$ cat src/rtl/exec_stage_mdu.sv
// Execute stage with EX/MEM output register, MEM/WB operand forwarding and an
// iterative multiply/divide unit that stalls upstream while it runs.
module exec_stage_mdu #(
  parameter int unsigned XLEN  = 32,
  parameter int unsigned RBITS = 5
) (
  input  logic             clk,
  input  logic             reset,
  input  logic             EN_REG,
  input  logic             in_valid,
  input  logic [3:0]       op,
  input  logic [XLEN-1:0]  regAdata_init,
  input  logic [XLEN-1:0]  regBdata_init,
  input  logic [RBITS-1:0] reg_s,
  input  logic [RBITS-1:0] reg_t,
  input  logic [XLEN-1:0]  immediate,
  input  logic             is_immediate,
  input  logic [RBITS-1:0] mem_regD,
  input  logic [RBITS-1:0] wb_regD,
  input  logic             RegW_en_mem,
  input  logic             RegW_en_wb,
  input  logic [XLEN-1:0]  regFromMem,
  input  logic [XLEN-1:0]  regFromWB,
  input  logic [RBITS-1:0] regD_init,
  input  logic             WB_EN_INIT,
  input  logic             MEM_R_EN_INIT,
  input  logic             MEM_W_EN_INIT,
  input  logic             MEM_TO_REG_INIT,
  input  logic             is_BRANCH_init,
  input  logic [XLEN-1:0]  PCNEXT_init,
  output logic             busy,
  output logic             valid_out,
  output logic             WB_EN,
  output logic             MEM_R_EN,
  output logic             MEM_W_EN,
  output logic             MEM_TO_REG,
  output logic             is_BRANCH,
  output logic [XLEN-1:0]  regDdata,
  output logic [XLEN-1:0]  regBdata,
  output logic             zero,
  output logic [RBITS-1:0] regD,
  output logic [XLEN-1:0]  PCNEXT
);

  localparam int unsigned ShW = $clog2(XLEN);

  typedef enum logic [1:0] {StIdle, StRun, StDone} state_e;

  typedef struct packed {
    logic             wb_en;
    logic             mem_r_en;
    logic             mem_w_en;
    logic             mem_to_reg;
    logic             is_branch;
    logic [RBITS-1:0] regd;
    logic [XLEN-1:0]  regb;
    logic [XLEN-1:0]  pc;
  } side_t;

  state_e           state_q, state_d;
  logic [ShW-1:0]   cnt_q, cnt_d;
  logic [XLEN-1:0]  hi_q, hi_d, lo_q, lo_d, opnd_q, opnd_d;
  logic             is_div_q, is_div_d, want_hi_q, want_hi_d;
  side_t            cap_q, cap_d;
  logic             valid_q, valid_d, zero_q, zero_d;
  side_t            side_q, side_d;
  logic [XLEN-1:0]  data_q, data_d;

  logic [XLEN-1:0]  fwd_a, fwd_b, alu_b, alu_res, mdu_res;
  logic [ShW-1:0]   shamt;
  logic             is_mdu;
  side_t            side_cur;
  logic [XLEN:0]    mul_sum, div_rs, div_diff;

  // MEM has priority over WB; register 0 is never forwarded.
  always_comb begin
    fwd_a = regAdata_init;
    if (RegW_en_mem && mem_regD == reg_s && reg_s != '0) fwd_a = regFromMem;
    else if (RegW_en_wb && wb_regD == reg_s && reg_s != '0) fwd_a = regFromWB;
    fwd_b = regBdata_init;
    if (RegW_en_mem && mem_regD == reg_t && reg_t != '0) fwd_b = regFromMem;
    else if (RegW_en_wb && wb_regD == reg_t && reg_t != '0) fwd_b = regFromWB;
  end

  assign alu_b  = is_immediate ? immediate : fwd_b;
  assign shamt  = alu_b[ShW-1:0];
  assign is_mdu = (op >= 4'd10) && (op <= 4'd13);

  always_comb begin
    alu_res = '0;
    case (op)
      4'd0:    alu_res = fwd_a + alu_b;
      4'd1:    alu_res = fwd_a - alu_b;
      4'd2:    alu_res = fwd_a & alu_b;
      4'd3:    alu_res = fwd_a | alu_b;
      4'd4:    alu_res = fwd_a ^ alu_b;
      4'd5:    alu_res = {{(XLEN-1){1'b0}}, ($signed(fwd_a) < $signed(alu_b))};
      4'd6:    alu_res = {{(XLEN-1){1'b0}}, (fwd_a < alu_b)};
      4'd7:    alu_res = fwd_a << shamt;
      4'd8:    alu_res = fwd_a >> shamt;
      4'd9:    alu_res = $signed(fwd_a) >>> shamt;
      default: alu_res = '0;
    endcase
  end

  always_comb begin
    side_cur.wb_en      = WB_EN_INIT & in_valid;
    side_cur.mem_r_en   = MEM_R_EN_INIT & in_valid;
    side_cur.mem_w_en   = MEM_W_EN_INIT & in_valid;
    side_cur.mem_to_reg = MEM_TO_REG_INIT & in_valid;
    side_cur.is_branch  = is_BRANCH_init & in_valid;
    side_cur.regd       = regD_init;
    side_cur.regb       = fwd_b;
    side_cur.pc         = PCNEXT_init + {immediate[XLEN-3:0], 2'b00};
  end

  // hi holds the partial product / remainder, lo the multiplier / quotient.
  assign mul_sum  = {1'b0, hi_q} + (lo_q[0] ? {1'b0, opnd_q} : '0);
  assign div_rs   = {hi_q, lo_q[XLEN-1]};
  assign div_diff = div_rs - {1'b0, opnd_q};
  assign mdu_res  = want_hi_q ? hi_q : lo_q;

  always_comb begin
    state_d   = state_q;
    cnt_d     = cnt_q;
    hi_d      = hi_q;
    lo_d      = lo_q;
    opnd_d    = opnd_q;
    is_div_d  = is_div_q;
    want_hi_d = want_hi_q;
    cap_d     = cap_q;
    valid_d   = valid_q;
    side_d    = side_q;
    data_d    = data_q;
    zero_d    = zero_q;
    busy      = 1'b0;
    unique case (state_q)
      StIdle: begin
        if (in_valid && is_mdu) begin
          busy      = 1'b1;
          state_d   = StRun;
          cnt_d     = ShW'(XLEN - 1);
          hi_d      = '0;
          lo_d      = fwd_a;
          opnd_d    = alu_b;
          is_div_d  = op[2];
          want_hi_d = op[0];
          cap_d     = side_cur;
          if (EN_REG) begin
            valid_d           = 1'b0;
            side_d.wb_en      = 1'b0;
            side_d.mem_r_en   = 1'b0;
            side_d.mem_w_en   = 1'b0;
            side_d.mem_to_reg = 1'b0;
            side_d.is_branch  = 1'b0;
          end
        end else if (EN_REG) begin
          valid_d = in_valid;
          side_d  = side_cur;
          data_d  = alu_res;
          zero_d  = (alu_res == '0);
        end
      end
      StRun: begin
        busy = 1'b1;
        if (is_div_q) begin
          if (!div_diff[XLEN]) hi_d = div_diff[XLEN-1:0];
          else hi_d = div_rs[XLEN-1:0];
          lo_d = {lo_q[XLEN-2:0], ~div_diff[XLEN]};
        end else begin
          hi_d = mul_sum[XLEN:1];
          lo_d = {mul_sum[0], lo_q[XLEN-1:1]};
        end
        cnt_d = cnt_q - ShW'(1);
        if (cnt_q == '0) state_d = StDone;
        if (EN_REG) begin
          valid_d           = 1'b0;
          side_d.wb_en      = 1'b0;
          side_d.mem_r_en   = 1'b0;
          side_d.mem_w_en   = 1'b0;
          side_d.mem_to_reg = 1'b0;
          side_d.is_branch  = 1'b0;
        end
      end
      StDone: begin
        busy = !EN_REG;
        if (EN_REG) begin
          valid_d = 1'b1;
          side_d  = cap_q;
          data_d  = mdu_res;
          zero_d  = (mdu_res == '0);
          state_d = StIdle;
        end
      end
      default: state_d = StIdle;
    endcase
  end

  always_ff @(posedge clk) begin
    if (reset) begin
      state_q   <= StIdle;
      cnt_q     <= '0;
      hi_q      <= '0;
      lo_q      <= '0;
      opnd_q    <= '0;
      is_div_q  <= 1'b0;
      want_hi_q <= 1'b0;
      cap_q     <= '0;
      valid_q   <= 1'b0;
      side_q    <= '0;
      data_q    <= '0;
      zero_q    <= 1'b0;
    end else begin
      state_q   <= state_d;
      cnt_q     <= cnt_d;
      hi_q      <= hi_d;
      lo_q      <= lo_d;
      opnd_q    <= opnd_d;
      is_div_q  <= is_div_d;
      want_hi_q <= want_hi_d;
      cap_q     <= cap_d;
      valid_q   <= valid_d;
      side_q    <= side_d;
      data_q    <= data_d;
      zero_q    <= zero_d;
    end
  end

  assign valid_out  = valid_q;
  assign WB_EN      = side_q.wb_en;
  assign MEM_R_EN   = side_q.mem_r_en;
  assign MEM_W_EN   = side_q.mem_w_en;
  assign MEM_TO_REG = side_q.mem_to_reg;
  assign is_BRANCH  = side_q.is_branch;
  assign regD       = side_q.regd;
  assign regBdata   = side_q.regb;
  assign PCNEXT     = side_q.pc;
  assign regDdata   = data_q;
  assign zero       = zero_q;

endmodule
$ cat config.mk
export PLATFORM = sky130hd
export DESIGN_NAME = exec_stage_mdu
export DESIGN_NICKNAME = d
export VERILOG_FILES = /design/src/rtl/exec_stage_mdu.sv
export SDC_FILE = /design/constraint.sdc
export NUM_CORES = 2
export LEC_CHECK = 0
export BUFFER_PORTS_ARGS = -buffer_cell sky130_fd_sc_hd__buf_2
export CAP_MARGIN = 20
export CORE_UTILIZATION = 60
export DETAILED_ROUTE_END_ITERATION = 6
export GPL_TIMING_DRIVEN = 0
export PLACE_DENSITY = 0.79
export SYNTH_ARGS = -nofsm -noshare
export SYNTH_HDL_FRONTEND = slang
export SYNTH_SLANG_ARGS = --single-unit
$ cat constraint.sdc
create_clock -name clk -period 8.45 [get_ports clk]
set_input_delay 0.4225 -clock clk [delete_from_list [all_inputs] [get_ports clk]]
set_output_delay 0.4225 -clock clk [all_outputs]
set_load 0.02 [all_outputs]
Yosys cells after proc, flatten, opt, wreduce, memory -nomap -nowiden
Cells that the tools add are included.

cells by class
  eq/ne operators = 21
  bitwise gates (word level) = 9
  multipliers = 0
  $add $sub $neg = 6
  magnitude comparators = 4
  mux-type cells = 43
  shift-type cells = 3
  reduce and logical (&&, ||, !) cells = 26
  divide/modulo/power cells = 0

operators by type and width
  operator              number
  $mux W32              15
  $pmux W32 S10         1
  $pmux W32 S2          3
  $mux W74              2
  $pmux W69 S2          1
  $mux W69              1
  $add A32 B32 Y32      2
  $logic_not A32 Y1     2
  $lt A32 B32 Y1        2
  $add A32 B32 Y33      1
  $sub A33 B32 Y33      1
  $and A32 B32 Y32      1
  $or A32 B32 Y32       1
  $shl A32 B5 Y32       1
  $shr A32 B5 Y32       1
  $sshr A32 B5 Y32      1
  $sub A32 B32 Y32      1
  $xor A32 B32 Y32      1
  $eq A5 B5 Y1          4
  $eq A4 B3 Y1 const B  4
  $mux W5               3
  $pmux W5 S3           1
  $logic_and A1 B1 Y1   10
  $ne A2 B2 Y1 const B  5
  other kinds (27)      47

word-level totals
  memories = 0
  memory bits (read-only) = 0
  word-level logic and storage cells = 138
  latch bits = 0
  bits of input ports = 233
  register bits after elaboration = 287
  bits in writable memories = 0

Longest topological paths before layout
  depth after elaboration = 12
  gate-level depth with buffers = 28

Least setup slack after synthesis
No wires, ideal clock.

  path type = in2reg
  start = in reg_t[1]
  end = reg zero_q (netlist: zero)
  buffers on the path = 6
  stages on the path = 27
  required time = 8.375 ns
  setup slack = 1.909 ns
  data arrival time = 6.466 ns
  setup time = 0.075 ns
  cell sequence = or4_4 -> o211ai_4 -> nor2_2 -> o311a_1 -> nor2_8 -> buf_2 -> buf_4 -> clkbuf_1 -> buf_2 -> buf_2 -> ha_1 -> clkbuf_1 -> nor2b_1 -> o31a_1 -> nor3_1 -> o21ai_0 -> a31oi_1 -> a21oi_1 -> a41oi_1 -> a211o_1 -> a31oi_1 -> a31o_2 -> a22oi_1 -> xnor2_1 -> o21ai_0 -> or4bb_1 -> o22ai_1

between the ends
  cells in the longest elaborated chain, start to end = 12
  elaborated cells between the ends (all ways) = 25
  those cells by class = add/sub: 2; order compare: 2; eq/ne: 2; shift: 3; mux: 7; bitwise: 3; reduce/logical: 6

RTL lines
  element                                         RTL line  text
  from (decl)                                     15        input logic [RBITS-1:0] reg_t,
  $eq A5 B5 Y1                                    82        else if (RegW_en_wb && wb_regD == reg_t && reg_t != '0) fwd_b = regFromWB;
  $logic_and A1 B1 Y1 (2 in a row)                82
  $mux W32                                        82
  $mux W32 (*)                                    81        if (RegW_en_mem && mem_regD == reg_t && reg_t != '0) fwd_b = regFromMem;
  $mux W32 (*)                                    85        assign alu_b = is_immediate ? immediate : fwd_b;
  $sub A32 B32 Y32, or another cell as far along  93        4'd1: alu_res = fwd_a - alu_b;
  $pmux W32 S10 (*)                               91        case (op)
  $logic_not A32 Y1 (*)                           161       zero_d = (alu_res == '0);
  $mux W1 (*)                                     157       end else if (EN_REG) begin
  $mux W1 (*)                                     139       if (in_valid && is_mdu) begin
  $pmux W1 S2 (*)                                 137       unique case (state_q)
  to (signal assigned)                            225       zero_q <= zero_d;
  to (decl)                                       65        logic valid_q, valid_d, zero_q, zero_d;

Mark *: on every way between the ends. The rest lies on a longest branch, timed or not. The select of a mux whose other input is x is not followed.
A chain may end at the register's enable or synchronous reset.

Worst setup path in the final report
Same ends and word-level chain as after synthesis.

==> summary.txt <==
Warning count from the yosys run - 0
Synth cell types - 94
Num rows - 77
Syn Inst Count - 3,723
RSZ-0062 raised after global routing - no
CP Max Fanout - 11
Final worst setup slack - -0.102 ns
Reg-to-Reg End - hi_q[7]
Flops & latches, synth - 287
CTS Buf Count - 31
Share of the yosys chip area belonging to registers - 21.0%
Top post-synthesis cells by area - dfxtp_1, mux2i_1, ha_1, nand2_1, a21oi_1
Nets - 4,559
Internal - 0.00292 W
CP Capture Point - zero
Largest net degree at the start of global routing - 16
Setup tns final - -0.102 ns
EDFF count, synth - 0
Core area - 44,600 sq um
Max VDD drop - 0.181 mV
Pwr dens - 162 nW/um^2
Root buf cell - clkbuf_16
Flop pwr share - 29.8%
Maximum clock path buffer count - 3
Failing checks - DRC, setup timing
Global placer's final weighted congestion - 1.22
Fmax - 0.117 GHz
Switch Pwr - 0.00215 W
Maxcap violations - 0
Worst-path clk slew - 0.06 ns
WL/cell - 29.6 um
Via/cell ratio - 7.22
Drt pass-1 iters - 7
Max Slew Vio Count - 0
Initial Utilization - 61.5%
GRT Util Overall - 58.2%
Clock sink count - 287
Startpoint of the worst hold path - MEM_TO_REG_INIT
Area share of the largest cell type after synthesis - 21.0%
WP data required - 8.98 ns
Post-place setup slack - -0.308 ns
Die width - 216 um
Combinational fraction of design power - 41.9%
DRC - 47
Remaining Overflow, GRT - 0
Share of layout cells above drive strength 1 - 13.6%
Ys async rst share - 0%
Clock power frac - 28.3%
Commonest cells in the netlist - nand2_1, nor2_1, dfxtp_1, a21oi_1, mux2i_1
Die span in y - 216 um
Switching share of power - 42.4%
Area Growth Syn to Fin - 14.1%
First-pass GRT wire length - 202,000 um
Most frequent cell after synthesis - nand2_1
Status - complete, but fails checks
Leading area contributor after synthesis - dfxtp_1
Post-DRT Antenna Nets - 0
CTS tree - done
P_leak - 13.0 nW
Final Cycle Share - 101%
1st-iter DRT viols - 6,785
Htree depth - 1
Io pins - 342
Vias in the first global route - 31,600
Final hold vios - 0
DP HPWL - 109,000 um
Relative slew slack - 7.99%
Setup crit end kind - register
Worst clock skew - 0.0195 ns
Worst reg2reg startpoint - lo_q[31]
Hold_buf cts - 0
Buffers added on ports - 339
Min-Delay Path Class - in -> reg
Crit path kind - in -> reg
Min Tclk post-route - 8.55 ns
Ys flop type - dfxtp_1
Reg2Reg Depth - 20
Vias - 34,300
Worst slew pin tran - 1.38 ns
Syn_nets - 4,160
Post-synthesis cell area - 27,400 sq um
Clock latency on the worst-skew pair - 0.61 ns
Startpoint types - primary input
Initial antenna violation count - 21
Number of setup violations in the final report - 1
Final wirelength - 141,000 um
Die Footprint - 46,500 sq um
Worst Path Arrival - 9.08 ns
FF-to-FF setup slack - 2.61 ns
Average size of a mapped cell - 7.36 sq um
Crit. Startpoint - reg_t[1]
## layout make-up
type                       instances  area [sq um]
sequential                       287          5750
fill                            3712         13300
clock inverter                    14           141
tap                              592           741
clock buffer                      43           911
antenna                           17          42.5
timing repair buffer             368          1950
multi-input combinational       3027         20100
inverter                         152           571
buffer                           255          1050
## through the flow
step                power, W  hold slack [ns]  utilization, %  area [sq um]  instances
floorplan            0.00275            0.432               -         27400       3723
global placement     0.00345            0.436            66.9         29900       4654
detailed placement   0.00347            0.444            67.5         30100       4672
CTS                  0.00486           0.0739            69.8         31200       4729
global route         0.00515           0.0853            70.1         31300       4748
finish               0.00507           0.0686            70.1         31300       4755
## critical path: stages
cell	delay (ns)
buf_2	0.13
or4_4	0.55
o211ai_4	0.25
or2_2	0.20
a31oi_1	0.22
mux2i_1	0.76
buf_4	0.37
clkbuf_1	0.55
clkbuf_2	0.52
ha_1	0.31
clkbuf_1	0.20
inv_1	0.14
o311ai_0	0.28
a21o_1	0.29
o211ai_1	0.32
nand3_1	0.16
nand4bb_1	0.15
a31oi_1	0.13
o31ai_1	0.61
a21oi_1	0.20
a2111oi_0	0.56
o2111ai_1	0.22
xnor2_1	0.16
a221oi_1	0.70
or4bb_1	0.45
o22ai_1	0.17
## how the worst min path moves through the flow
stage,end,depth (start not counted)
after CTS,cap_q[68],3
final,cap_q[70],3
after floorplan,cap_q[30],2
after global routing,cap_q[68],3
after detailed placement,regDdata[30],2
after global placement,regDdata[4],2
## power groups by stage
stage,combinational (W),clock [W],sequential [W]
3_3_place_gp,0.00191,0,0.00153
2_1_floorplan,0.00117,0,0.00158
4_1_cts,0.00195,0.00140,0.00151
6_report,0.00213,0.00143,0.00151
3_5_place_dp,0.00194,0,0.00154
5_1_grt,0.00217,0.00146,0.00152
## metal layers
layer	up-vias	global-route usage, %	share of wire (%)
met5	-	0.625	0.14
met1	15500	65.1	33
met2	3388	81.5	39
met3	1039	27.8	16
li1	14400	-	-
met4	14	52.2	11
## sequential cells by signal, indices dropped and copies added, names as in the netlist, 5 cells and up
register  count
cap_q        74
PCNEXT       32
hi_q         32
lo_q         32
opnd_q       32
regBdata     32
regDdata     32
cnt_q         5
regD          5
## cell usage in the layout, fill, tap and decap left out, types with 14 or more instances in the layout
cell,netlist,routed
nor2_1,328,328
ha_1,199,199
a31oi_1,80,67
a22oi_1,40,40
inv_1,145,145
o31ai_1,19,19
a21o_1,39,39
diode_2,0,17
mux2i_1,261,261
nand2b_1,33,33
o21a_1,18,18
xor2_1,41,41
nor2b_1,26,26
buf_1,25,24
xnor2_1,89,89
clkbuf_16,0,31
o21ai_1,15,14
and2_1,45,45
buf_4,15,31
a21boi_0,16,16
nor3_1,93,93
a211oi_1,137,137
nand3_1,119,119
mux2_2,45,45
a311oi_1,16,16
a21oi_1,267,267
buf_2,16,357
clkbuf_1,198,199
and3_1,24,24
o21bai_1,17,17
nand2_1,480,480
nand4_1,21,21
o221ai_1,31,31
o21ai_0,225,224
dfxtp_1,287,287
or3_1,24,24
o211ai_1,77,77
## timing repair
item,CTS,global route
buffers inserted,0,0
resized for setup,0,3
endpoints found under the setup margin,0,4
## logic make-up (layout without fill, tap and decap cells)
logic type	count (synthesis)	after routing	synth area share, %
simple gates	1246	1246	20.4
compound gates	1133	1133	27.1
buf+inv	409	832	5.93
mux	314	314	12.0
flops	287	287	21.0
fa+ha+maj	204	204	9.45
xor+xnor	130	130	4.15
other cells	0	17	0
Power figures use the tool's default switching activity.
